File: src/rtl/pwm_multi_ch.sv
// pwm_multi_ch: shared prescaler + period counter driving N duty channels.
// Period and duty are double-buffered and only change at a period boundary.
//
// Ports:
//   clk, rst_n  : clock, async active-low reset
//   en          : run enable (low holds counters at 0, outputs idle)
//   prescale    : one tick every prescale+1 clk cycles
//   period      : requested period in ticks, loaded at boundary
//   inc, dec    : per-channel duty step requests (rising-edge)
//   pwm_out     : registered PWM outputs
//   duty_flat   : active duty per channel, ch i at [i*WIDTH +: WIDTH]
//   period_end  : one-clk pulse per period boundary
module pwm_multi_ch #(
  parameter int CHANNELS       = 4,
  parameter int WIDTH          = 8,
  parameter int PRESC_W        = 19,
  parameter int DEFAULT_PERIOD = 100,
  parameter int ACTIVE_LOW     = 0
) (
  input  logic                      clk,
  input  logic                      rst_n,
  input  logic                      en,
  input  logic [PRESC_W-1:0]        prescale,
  input  logic [WIDTH-1:0]          period,
  input  logic [CHANNELS-1:0]       inc,
  input  logic [CHANNELS-1:0]       dec,
  output logic [CHANNELS-1:0]       pwm_out,
  output logic [CHANNELS*WIDTH-1:0] duty_flat,
  output logic                      period_end
);

  localparam logic [WIDTH-1:0] DEF_P =
    WIDTH'(DEFAULT_PERIOD);
  localparam logic [WIDTH-1:0] W_ONE = 1;
  localparam logic [WIDTH-1:0] W_TWO = 2;
  localparam logic [PRESC_W-1:0] P_ONE = 1;
  localparam logic IDLE_LVL = (ACTIVE_LOW != 0);
  localparam logic [CHANNELS-1:0] IDLE =
    {CHANNELS{IDLE_LVL}};

  logic [PRESC_W-1:0] pre_cnt;
  logic [WIDTH-1:0]   cntr;
  logic [WIDTH-1:0]   period_active;
  logic [WIDTH-1:0]   last_cnt;
  logic [WIDTH-1:0]   duty_req    [CHANNELS];
  logic [WIDTH-1:0]   duty_active [CHANNELS];
  logic [CHANNELS-1:0] inc_q, dec_q;
  logic [CHANNELS-1:0] ri, rd;
  logic [CHANNELS-1:0] pwm_nxt;
  logic tick;
  logic at_last;
  logic boundary;

  assign tick = en && (pre_cnt >= prescale);

  // Guarded so period_active-1 never wraps; 0 and 1 both
  // end the period on every tick.
  assign last_cnt = (period_active >= W_TWO)
                  ? period_active - W_ONE : '0;
  assign at_last  = (period_active <= W_ONE) ||
                    (cntr >= last_cnt);
  assign boundary = tick && at_last;

  assign ri = inc & ~inc_q;
  assign rd = dec & ~dec_q;

  always_ff @(posedge clk or negedge rst_n) begin
    if (!rst_n) begin
      pre_cnt <= '0;
    end else if (!en || tick) begin
      pre_cnt <= '0;
    end else begin
      pre_cnt <= pre_cnt + P_ONE;
    end
  end

  always_ff @(posedge clk or negedge rst_n) begin
    if (!rst_n) begin
      cntr          <= '0;
      period_active <= DEF_P;
      period_end    <= 1'b0;
    end else begin
      period_end <= boundary;
      if (!en) begin
        cntr <= '0;
      end else if (boundary) begin
        cntr          <= '0;
        period_active <= period;
      end else if (tick) begin
        cntr <= cntr + W_ONE;
      end
    end
  end

  always_ff @(posedge clk or negedge rst_n) begin
    if (!rst_n) begin
      inc_q <= '0;
      dec_q <= '0;
    end else begin
      inc_q <= inc;
      dec_q <= dec;
    end
  end

  for (genvar i = 0; i < CHANNELS; i++) begin : g_ch
    always_ff @(posedge clk or negedge rst_n) begin
      if (!rst_n) begin
        duty_req[i] <= '0;
      end else begin
        unique case ({ri[i], rd[i]})
          2'b10: begin
            if (duty_req[i] < period)
              duty_req[i] <= duty_req[i] + W_ONE;
          end
          2'b01: begin
            if (duty_req[i] != '0)
              duty_req[i] <= duty_req[i] - W_ONE;
          end
          default: ;
        endcase
      end
    end

    // Clamp to the incoming period so a shortened period
    // never leaves a duty above it.
    always_ff @(posedge clk or negedge rst_n) begin
      if (!rst_n) begin
        duty_active[i] <= '0;
      end else if (boundary) begin
        duty_active[i] <= (duty_req[i] < period)
                        ? duty_req[i] : period;
      end
    end

    assign duty_flat[i*WIDTH +: WIDTH] = duty_active[i];

    always_comb begin
      pwm_nxt[i] = (en && (cntr < duty_active[i])) ^ IDLE_LVL;
    end
  end

  always_ff @(posedge clk or negedge rst_n) begin
    if (!rst_n) begin
      pwm_out <= IDLE;
    end else begin
      pwm_out <= pwm_nxt;
    end
  end

endmodule

File: config.mk
export PLATFORM = sky130hd
export DESIGN_NAME = pwm_multi_ch
export DESIGN_NICKNAME = d
export VERILOG_FILES = /design/src/rtl/pwm_multi_ch.sv
export SDC_FILE = /design/constraint.sdc
export NUM_CORES = 1
export LEC_CHECK = 0
export BUFFER_PORTS_ARGS = -buffer_cell sky130_fd_sc_hd__buf_2
export CAP_MARGIN = 10
export CORE_MARGIN = 8
export CORE_UTILIZATION = 29
export CTS_CLUSTER_SIZE = 14
export DETAILED_ROUTE_END_ITERATION = 8
export REMOVE_ABC_BUFFERS = 1
export SLEW_MARGIN = 40
export SYNTH_ARGS = -nofsm -noshare
export SYNTH_HDL_FRONTEND = slang
export SYNTH_SLANG_ARGS = --single-unit
File: constraint.sdc
create_clock -name clk -period 5.2 [get_ports clk]
set_input_delay 1.04 -clock clk [delete_from_list [all_inputs] [get_ports clk]]
set_output_delay 1.04 -clock clk [all_outputs]
set_load 0.05 [all_outputs]
==> run metrics, run 1 <==
FFs w/ async S/R, synth=100%; worst hold slack=539 ps; Worst Path Buf+Inv=2; initial antenna violation count=0; Crit path largest cell delay=560 ps; DP Area=8930 sq um; minimum clock period=4260 ps; port bufs=74; Fmax=235 MHz; period utilization=82.0%; hpwl dp=15.2 mm; outcome=completed; GRT Resource Usage Total=12.4%; Worst VDD drop=0.200 mV; largest net degree at the start of global routing=58; clock buffer depth=2; Net Sw Power=1.24 mW; Hold Vio Cnt, Final=0; clk_lat worst skew=370 ps; Main synth FF type=dfrtp_1; die width=183 um; post-CTS setup buffer count=0; first-pass GRT wire length=33.0 mm; worst-margin pin slew=728 ps; CP Capture Type=register; worst r2r dst=duty_flat[24]; Post-synth EDFFs=0; Internal=1.92 mW; maxcap violations=0; Gate power share=39.5%; H-tree depth=3; initial drt markers=314; Die H=183 um; remaining routing DRC violations=0; CTS Buf Count=9; Congestion Overflow GR=0; hold wc startpoint=duty_req[7]; layout cells sized above 1=13.2%; largest fanout on the critical path=14; Mapped Cells=845; Ports=75; most frequent CP cell=or3_1; Clock Pin Slew Worst Setup and Hold Paths=80 ps; FF+latch count, synth=112; WL/cell=15.4 um; antenna diode count=0; relative max-transition margin=51.3%; sequential power share=38.8%; # setup viols final=0; YS warnings=0; area delta synth->final=14.1%; Design Area, Final=9210 sq um; hold depth=1; Hold Path End=duty_req[7]; PwrDens=342 nW/um^2; area of the mapped netlist=8070 sq um; drt via density=4.70; CORE AREA=27600 sq um; Avg Inst Size Synth=9.54 sq um; critical path's slowest cell=or4_1; Yosys cell types=50; RSZ-0062 raised after global routing=false; sequential-to-total area share from yosys stat=34.8%; clk root buf=clkbuf_16; post-cts resize count=0; WS Path Type=register to register; drt total wl=20.1 mm; Static Leak=4.98 nW; Setup Skew=13.6 ps; GPL Wtd Cong=0.802; fraction of power spent switching nets=39.2%; crit-path cells=or4_1 -> or3_1 -> or3_1 -> and2_1 -> ha_1 -> nand2b_1 -> a21o_1 -> a211o_1 -> a21o_4 -> o211ai_4 -> buf_8 -> buf_4 -> mux2_4; Rows=61; Hold Crit Class=register to register; vias in the first global route=6116; Filler cells=2846; fin. max-slew vios=0; Largest delay share family, worst path=simple AND/OR/NAND/NOR gates; clock sinks=112; Reg-to-Reg Start=period_active[3]; worst endpoint required time=5450 ps; via count=6148; die area=33400 sq um; post-route antenna net violation count=0; setup TNS=0 ps; r2r setup slk=940 ps; hold buffers post-CTS=0; TritonCTS clock tree=yes; router iterations before antenna repair=4; Clock power frac=21.7%; Final #Nets=1086; Startpoint Class=register; initial core utilization=29.3%; Critical Path AT=4520 ps; Worst Reg-to-Reg Cells=13
## state kept, by name (all words and copies together) (netlist names)
signal / cells
dec_q: 4
cntr: 8
inc_q: 4
duty_req: 32
pwm_out: 4
period_active: 8
pre_cnt: 19
duty_flat: 32
period_end: 1
## layout make-up
type | count | area [sq um] | share of cell area (%)
Clock buffer | 12 | 246 | 2.68
Inverter | 89 | 334 | 3.63
Timing Repair Buffer | 84 | 459 | 4.99
Multi-Input combinational cell | 630 | 4860 | 52.8
Sequential cell | 112 | 2810 | 30.5
Tap cell | 378 | 473 | 5.14
Clock inverter | 4 | 27.5 | 0.299
## how the worst max path moves through the flow
stage,start,to,depth (start not counted)
final,period_active[3],duty_flat[24],13
after global routing,period_active[3],duty_flat[24],13
after CTS,period_active[3],duty_flat[24],13
after detailed placement,period_active[3],duty_flat[8],13
after global placement,period_active[3],duty_flat[8],12
after floorplan,period_active[3],duty_flat[0],11
## layout by cell type, fill, tap and decap left out, drive strengths merged, types with 3 or more instances in the layout
cell / n
a211o: 6
or3: 5
o211a: 3
nand4: 4
dfstp: 3
nand2: 53
mux2: 19
fa: 4
a32o: 3
o21ai: 41
o21bai: 4
and2: 5
a21oi: 45
clkbuf: 12
nor2: 61
a21boi: 7
o22ai: 3
o211ai: 3
xor2: 30
or4: 4
o31ai: 8
a41oi: 3
mux2i: 43
ha: 118
nor3b: 9
xnor2: 12
nor2b: 7
nor3: 19
and3: 10
a21o: 23
a31oi: 7
inv: 90
dfrtp: 109
nand2b: 17
nor4: 4
clkinv: 3
a211oi: 12
o21a: 5
buf: 84
nand3: 25
## stage by stage
stage | setup WS, ps | utilization [%] | total power [mW] | std cells
after floorplan | 1200 | - | 2.15 | 831
after global placement | 932 | 32.4 | 2.45 | 1292
after detailed placement | 937 | 32.4 | 2.49 | 1293
after CTS | 932 | 33.4 | 3.19 | 1309
after global routing | 772 | 33.4 | 3.43 | 1309
final | 936 | 33.4 | 3.15 | 1309
## cells in the mapped netlist, types with 5 or more instances
master / number / share of area (%)
a21oi_1: 45 / 2.8
or3_1: 5 / 0.39
nor2b_1: 7 / 0.54
o21ai_0: 40 / 2.5
a21o_1: 22 / 2.0
nor3_1: 19 / 1.2
a31oi_1: 7 / 0.54
nand3_1: 25 / 1.6
o21a_1: 5 / 0.47
xor2_1: 30 / 3.3
nand2b_1: 17 / 1.3
a211oi_1: 12 / 1.1
nor2_1: 61 / 2.8
mux2_2: 9 / 1.3
a21boi_0: 7 / 0.65
nand2_1: 53 / 2.5
and3_1: 10 / 0.78
and2_1: 5 / 0.39
a211o_1: 6 / 0.65
xnor2_1: 12 / 1.3
ha_1: 118 / 18
inv_1: 89 / 4.1
nor3b_1: 9 / 0.84
o31ai_1: 8 / 0.74
clkbuf_1: 9 / 0.42
mux2i_1: 43 / 5.3
dfrtp_1: 109 / 34
mux2_4: 10 / 1.9
## power by group through the flow
stage | Clock, mW | Sequential [mW] | Combinational (mW)
finish | 0.684 | 1.22 | 1.25
global route | 0.738 | 1.25 | 1.44
CTS | 0.706 | 1.23 | 1.26
detailed placement | 0 | 1.24 | 1.25
global placement | 0 | 1.24 | 1.21
floorplan | 0 | 1.21 | 0.949
## cells by family (layout without fill, tap and decap cells)
family                   count (synthesis)  after routing  share of synthesized area, %
adder cells (fa/ha/maj)                122            122                          19.3
flip-flops                             112            112                          34.8
multiplexers                            62             62                          8.45
buffers and inverters                  103            189                          4.95
XOR/XNOR                                42             42                          4.56
AO/OA/AOI/OAI                          178            178                          14.4
AND/OR/NAND/NOR                        226            226                          13.6
## per-layer routing
layer / part of all wire, % / track usage, %
met5: 0 / 0
met1: 47 / 16.2
met4: 0.69 / 2.07
met3: 4.7 / 3.09
met2: 47 / 20.9
## worst register-to-register path, delay by kind of cell (launching register included)
kind                     cells  cell delay, ps
AO/OA/AOI/OAI                4             980
adder cells (fa/ha/maj)      1             250
buffers and inverters        2             500
flip-flops                   1             420
multiplexers                 1             310
AND/OR/NAND/NOR              5            1680
Power figures use the tool's default switching activity.
==> run 2: changes to the inputs <==
clock period = 4.4 ns   (was 5.2 ns; I/O delays follow)
==> run metrics, run 2 (synthesis results as in run 1) <==
worst endpoint required time=4680 ps (-770 ps); first-pass GRT wire length=33.4 mm (+0.96%); drt total wl=20.1 mm (about the same); worst hold slack=363 ps (-176 ps); largest fanout on the critical path=22 (+8); router iterations before antenna repair=4 (unchanged); Overall Power=3.78 mW (+20%); drt via density=4.65 (-0.99%); Critical Path AT=4300 ps (-220 ps); met1 Usage GRT=16.3% (+0.057 points); clk_lat worst skew=360 ps (about the same); minimum clock period=4020 ps (-241 ps); Ports=75 (unchanged); maxcap violations=0 (unchanged); relative max-transition margin=51.5% (+0.19 points); GPL Wtd Cong=0.792 (-1.3%); remaining routing DRC violations=0 (unchanged); WL/cell=15.3 um (-0.35%); CTS Buf Count=9 (unchanged); hold buffers post-CTS=0 (unchanged); WS Path Type=register to register; clk root buf=clkbuf_16; TritonCTS clock tree=yes; post-CTS setup buffer count=0 (unchanged); die width=183 um (unchanged); Setup Skew=19.4 ps (+5.79 ps); die area=33400 sq um (unchanged); Hold Crit Class=primary input to async pin; period utilization=91.4% (+9.4 points); post-cts resize count=0 (unchanged); Hold Vio Cnt, Final=0 (unchanged); initial drt markers=322 (+2.5%); worst-margin pin slew=725 ps (-2.84 ps); most frequent cells in the layout=ha_1 (118), dfrtp_1 (109), inv_1 (89); gr busiest metal=met2; setup TNS=0 ps (unchanged); port bufs=74 (unchanged); commonest non-fill, non-tap cell in the layout=ha_1; RSZ-0062 raised after global routing=false; Clock Pin Slew Worst Setup and Hold Paths=80 ps (about the same); Fmax=249 MHz (+6.0%); hpwl dp=15.4 mm (+1.4%); GR Layer Usage met3=2.65% (-0.44 points); Congestion Overflow GR=0 (unchanged); clock buffer depth=2 (unchanged); antenna diode count=0 (unchanged); DP Cell Count=1298 (+0.39%); outcome=completed; via count=6106 (-0.68%); post-route antenna net violation count=0 (unchanged); Final #Nets=1091 (+0.46%); Rows=61 (unchanged); initial core utilization=29.3% (unchanged); met2 usage=21.0% (+0.16 points); Startpoint Class=register; initial antenna violation count=0 (unchanged); H-tree depth=3 (unchanged); Die H=183 um (unchanged); CORE AREA=27600 sq um (unchanged); Finished Layout Cells=1313 (+0.31%); layout cells sized above 1=13.8% (+0.59 points); Worst VDD drop=0.222 mV (+11%); GRT Resource Usage Total=12.4% (-0.013 points); CP Capture Type=register; vias in the first global route=6237 (+2.0%); clock sinks=112 (unchanged); Static Leak=5.02 nW (+0.73%); fin. max-slew vios=0 (unchanged); # setup viols final=0 (unchanged); area delta synth->final=15.0%; Worst Reg-to-Reg Cells=13 (unchanged); largest net degree at the start of global routing=103 (+78%); PwrDens=408 nW/um^2 (+19%)
## run 2: cell types whose count changed in the layout (fill, tap and decap cells not counted), sizes merged
cell,previous run,this run
clkbuf,12,10
clkinv,3,2
bufinv,0,1
buf,84,89
clkinvlp,0,1
## run 2: path summary, 6_finish.rpt
kind                                   from       endpoint  slack, ps
setup / recovery           period_active[3]  duty_flat[17]        380
hold / removal                        rst_n     pre_cnt[9]        360
setup reg to reg           period_active[3]  duty_flat[17]        380
hold reg to reg                 pre_cnt[18]    pre_cnt[18]        550
max in group asynchronous             rst_n  duty_flat[12]       3230
min in group clk                pre_cnt[18]    pre_cnt[18]        550
## run 2: layout make-up
| cell class | count | area [sq um] |
|---|---|---|
| sequential | 112 | 2810 |
| clock buffer | 10 | 239 |
| inverter | 89 | 334 |
| clock inverter | 5 | 56.3 |
| multi-input combinational | 630 | 4860 |
| tap | 378 | 473 |
| fill | 2866 | 18300 |
| timing repair buffer | 89 | 510 |
## run 2: through the flow
stage | util, % | cell area (sq um) | setup WS, ps
6_report | 33.7 | 9280 | 377
5_1_grt | 33.7 | 9280 | 103
4_1_cts | 33.7 | 9280 | 356
3_5_place_dp | 32.6 | 8980 | 374
3_3_place_gp | 32.6 | 8980 | 390
2_1_floorplan | - | 8000 | 398
## run 2: per-layer routing
metal	vias up	share of wire, %
met5	-	0
met2	103	47
met4	0	0.69
met1	2837	48
met3	9	4.2
li1	3157	-
## run 2: worst max-delay path, cell delays in order, from the launching register on
cell      delay [ps]
dfrtp_1          420
or4_1            540
or3_1            340
or3_1            430
and2_1           200
ha_1             260
nand2b_1         130
a21o_1           170
a211o_1          310
a21o_4           240
o211ai_4         260
buf_12           280
buf_4            160
mux2i_1          200
## run 2: power by group
part           internal, mW  switching [mW]
clock                 0.455           0.395
combinational         0.674           0.808
sequential             1.20           0.252
==> run 3: changes to the inputs <==
BUFFER_PORTS_ARGS = -buffer_cell sky130_fd_sc_hd__clkbuf_2   (was -buffer_cell sky130_fd_sc_hd__buf_2)
REMOVE_ABC_BUFFERS = default   (was 1)
clock period = 3.45 ns   (was 4.4 ns; I/O delays follow)
==> run metrics, run 3 (synthesis results as in run 1) <==
TritonCTS clock tree=yes; initial drt markers=367 (+14%); Final #Nets=1111 (+1.8%); PwrDens=512 nW/um^2 (+26%); Clock Pin Slew Worst Setup and Hold Paths=70 ps (about the same); largest fanout on the critical path=8 (-64%); layout cells sized above 1=16.5% (+2.7 points); first-pass GRT wire length=33.9 mm (+1.7%); hpwl dp=15.8 mm (+2.6%); post-route antenna net violation count=0 (unchanged); Startpoint Class=register; antenna diode count=0 (unchanged); CORE AREA=27600 sq um (unchanged); fraction of power spent switching nets=38.9% (+0.42 points); Core Util, Final=34.7% (+0.99 points); drt total wl=20.6 mm (+2.2%); Syn Nets=1005; most frequent cells in the layout=ha_1 (117), dfrtp_1 (109), inv_1 (89); die area=33400 sq um (unchanged); initial antenna violation count=0 (unchanged); H-tree depth=3 (unchanged); # setup viols final=31 (+31); Worst VDD drop=0.259 mV (+17%); die width=183 um (unchanged); RSZ-0062 raised after global routing=true; GRT Resource Usage Total=12.8% (+0.38 points); worst r2r dst=period_active[3]; vias in the first global route=6321 (+1.3%); area delta synth->final=18.4%; relative max-transition margin=63.2% (+12 points); clock sinks=112 (unchanged); via count=6195 (+1.5%); drt via density=4.64 (-0.14%); period utilization=101% (+10 points); maxcap violations=0 (unchanged); DP Cell Count=1313 (+1.2%); Ports=75 (unchanged); failing checks=negative setup slack; Net Sw Power=1.90 mW (+31%); router iterations before antenna repair=4 (unchanged); largest net degree at the start of global routing=44 (-57%); Rows=61 (unchanged); Critical Path AT=3730 ps (-570 ps); fin. max-slew vios=0 (unchanged); CP Capture Type=register; Final Worst Setup Slack=-48.3 ps (-426 ps); commonest non-fill, non-tap cell in the layout=ha_1; Hold Crit Class=primary input to async pin; Hold Vio Cnt, Final=0 (unchanged); port bufs=74 (unchanged); WL/cell=15.4 um (+0.56%); Clock power frac=22.4% (about the same); Internal=2.99 mW (+29%); Fmax=286 MHz (+15%); sequential power share=37.9% (-0.4 points); Setup Skew=10.3 ps (-9.10 ps); outcome=finished, violations left; CTS Buf Count=9 (unchanged); clk_lat worst skew=360 ps (about the same); Congestion Overflow GR=0 (unchanged); Static Leak=5.18 nW (+3.2%); clk root buf=clkbuf_16; r2r setup slk=-50 ps (-430 ps); Reg-to-Reg Start=period_active[2]; pre-CTS WS=-114 ps (-488 ps); initial core utilization=29.3% (unchanged); remaining routing DRC violations=0 (unchanged); GPL Wtd Cong=0.806 (+1.8%); Worst Reg-to-Reg Cells=12 (-1); worst endpoint required time=3690 ps (-990 ps); Die H=183 um (unchanged); hold buffers post-CTS=0 (unchanged); Gate power share=39.7% (+0.5 points); clock buffer depth=2 (unchanged); Finished Layout Cells=1334 (+1.6%); worst-margin pin slew=546 ps (-180 ps); WS Path Type=register to register; minimum clock period=3500 ps (-524 ps)
[run 3: cell count changes in the layout (fill, tap and decap cells not counted), sizes merged]
cell and delta:
clkinv -1, clkinvlp +3, buf -54, clkbuf +73
[run 3: worst max-delay path by stage]
| stage | from | to | slack (ps) | cells after the start |
|---|---|---|---|---|
| 2_1_floorplan | period_active[2] | duty_flat[16] | -170 | 13 |
| 3_3_place_gp | period_active[2] | duty_flat[0] | -100 | 12 |
| 3_5_place_dp | period_active[2] | duty_flat[7] | -110 | 13 |
| 4_1_cts | period_active[2] | duty_flat[7] | -40 | 13 |
| 5_1_grt | period_active[2] | duty_flat[7] | -140 | 13 |
| 6_report | period_active[2] | period_active[3] | -50 | 12 |
[run 3: repair_timing]
action | in CTS | in global routing
setup endpoints to repair | 33 | 39
gates cloned | 1 | 0
gates resized for setup | 8 | 8
endpoints found under the hold margin | 0 | 0
pin swaps | 2 | 2
buffers inserted | 3 | 1
[run 3: layer usage]
layer,global-route usage [%],up-vias,share of wire (%)
li1,-,3197,-
met1,17.3,2899,48
met2,21.0,92,47
met3,2.97,7,4.4
met4,1.87,0,0.51
met5,0,-,0
[run 3: critical path: stages, from the launching register on]
cell,delay [ps]
dfstp_2,370
or4_4,530
or3_4,340
or3_4,340
and2_4,160
ha_4,200
nand2b_4,120
a21o_1,140
a211o_1,310
a21o_4,220
o211ai_4,160
buf_12,190
mux2_4,290
[run 3: final cells by class]
type | count | area (sq um)
repair buffers | 109 | 724
flip-flops and latches | 112 | 2810
well taps | 378 | 473
multi-input cells | 630 | 4910
clock inverters | 7 | 80.1
clock buffers | 9 | 225
inverters | 89 | 334
fillers | 2835 | 18000
[run 3: stage by stage]
stage / cell area, sq um / setup TNS, ps / total power [mW] / hold WS (ps)
4_1_cts: 9520 / -395 / 4.94 / 279
3_5_place_dp: 9140 / -2290 / 3.81 / 524
6_report: 9550 / -600 / 4.89 / 283
3_3_place_gp: 9140 / -1690 / 3.76 / 523
5_1_grt: 9550 / -4310 / 5.33 / 294
2_1_floorplan: 8100 / -4810 / 3.27 / 394
[run 3: power by group through the flow]
stage               sequential, mW  combinational, mW  clock [mW]
floorplan                     1.82               1.45           0
global placement              1.88               1.88           0
detailed placement            1.88               1.94           0
CTS                           1.85               1.95        1.14
global route                  1.89               2.25        1.19
finish                        1.86               1.94        1.09
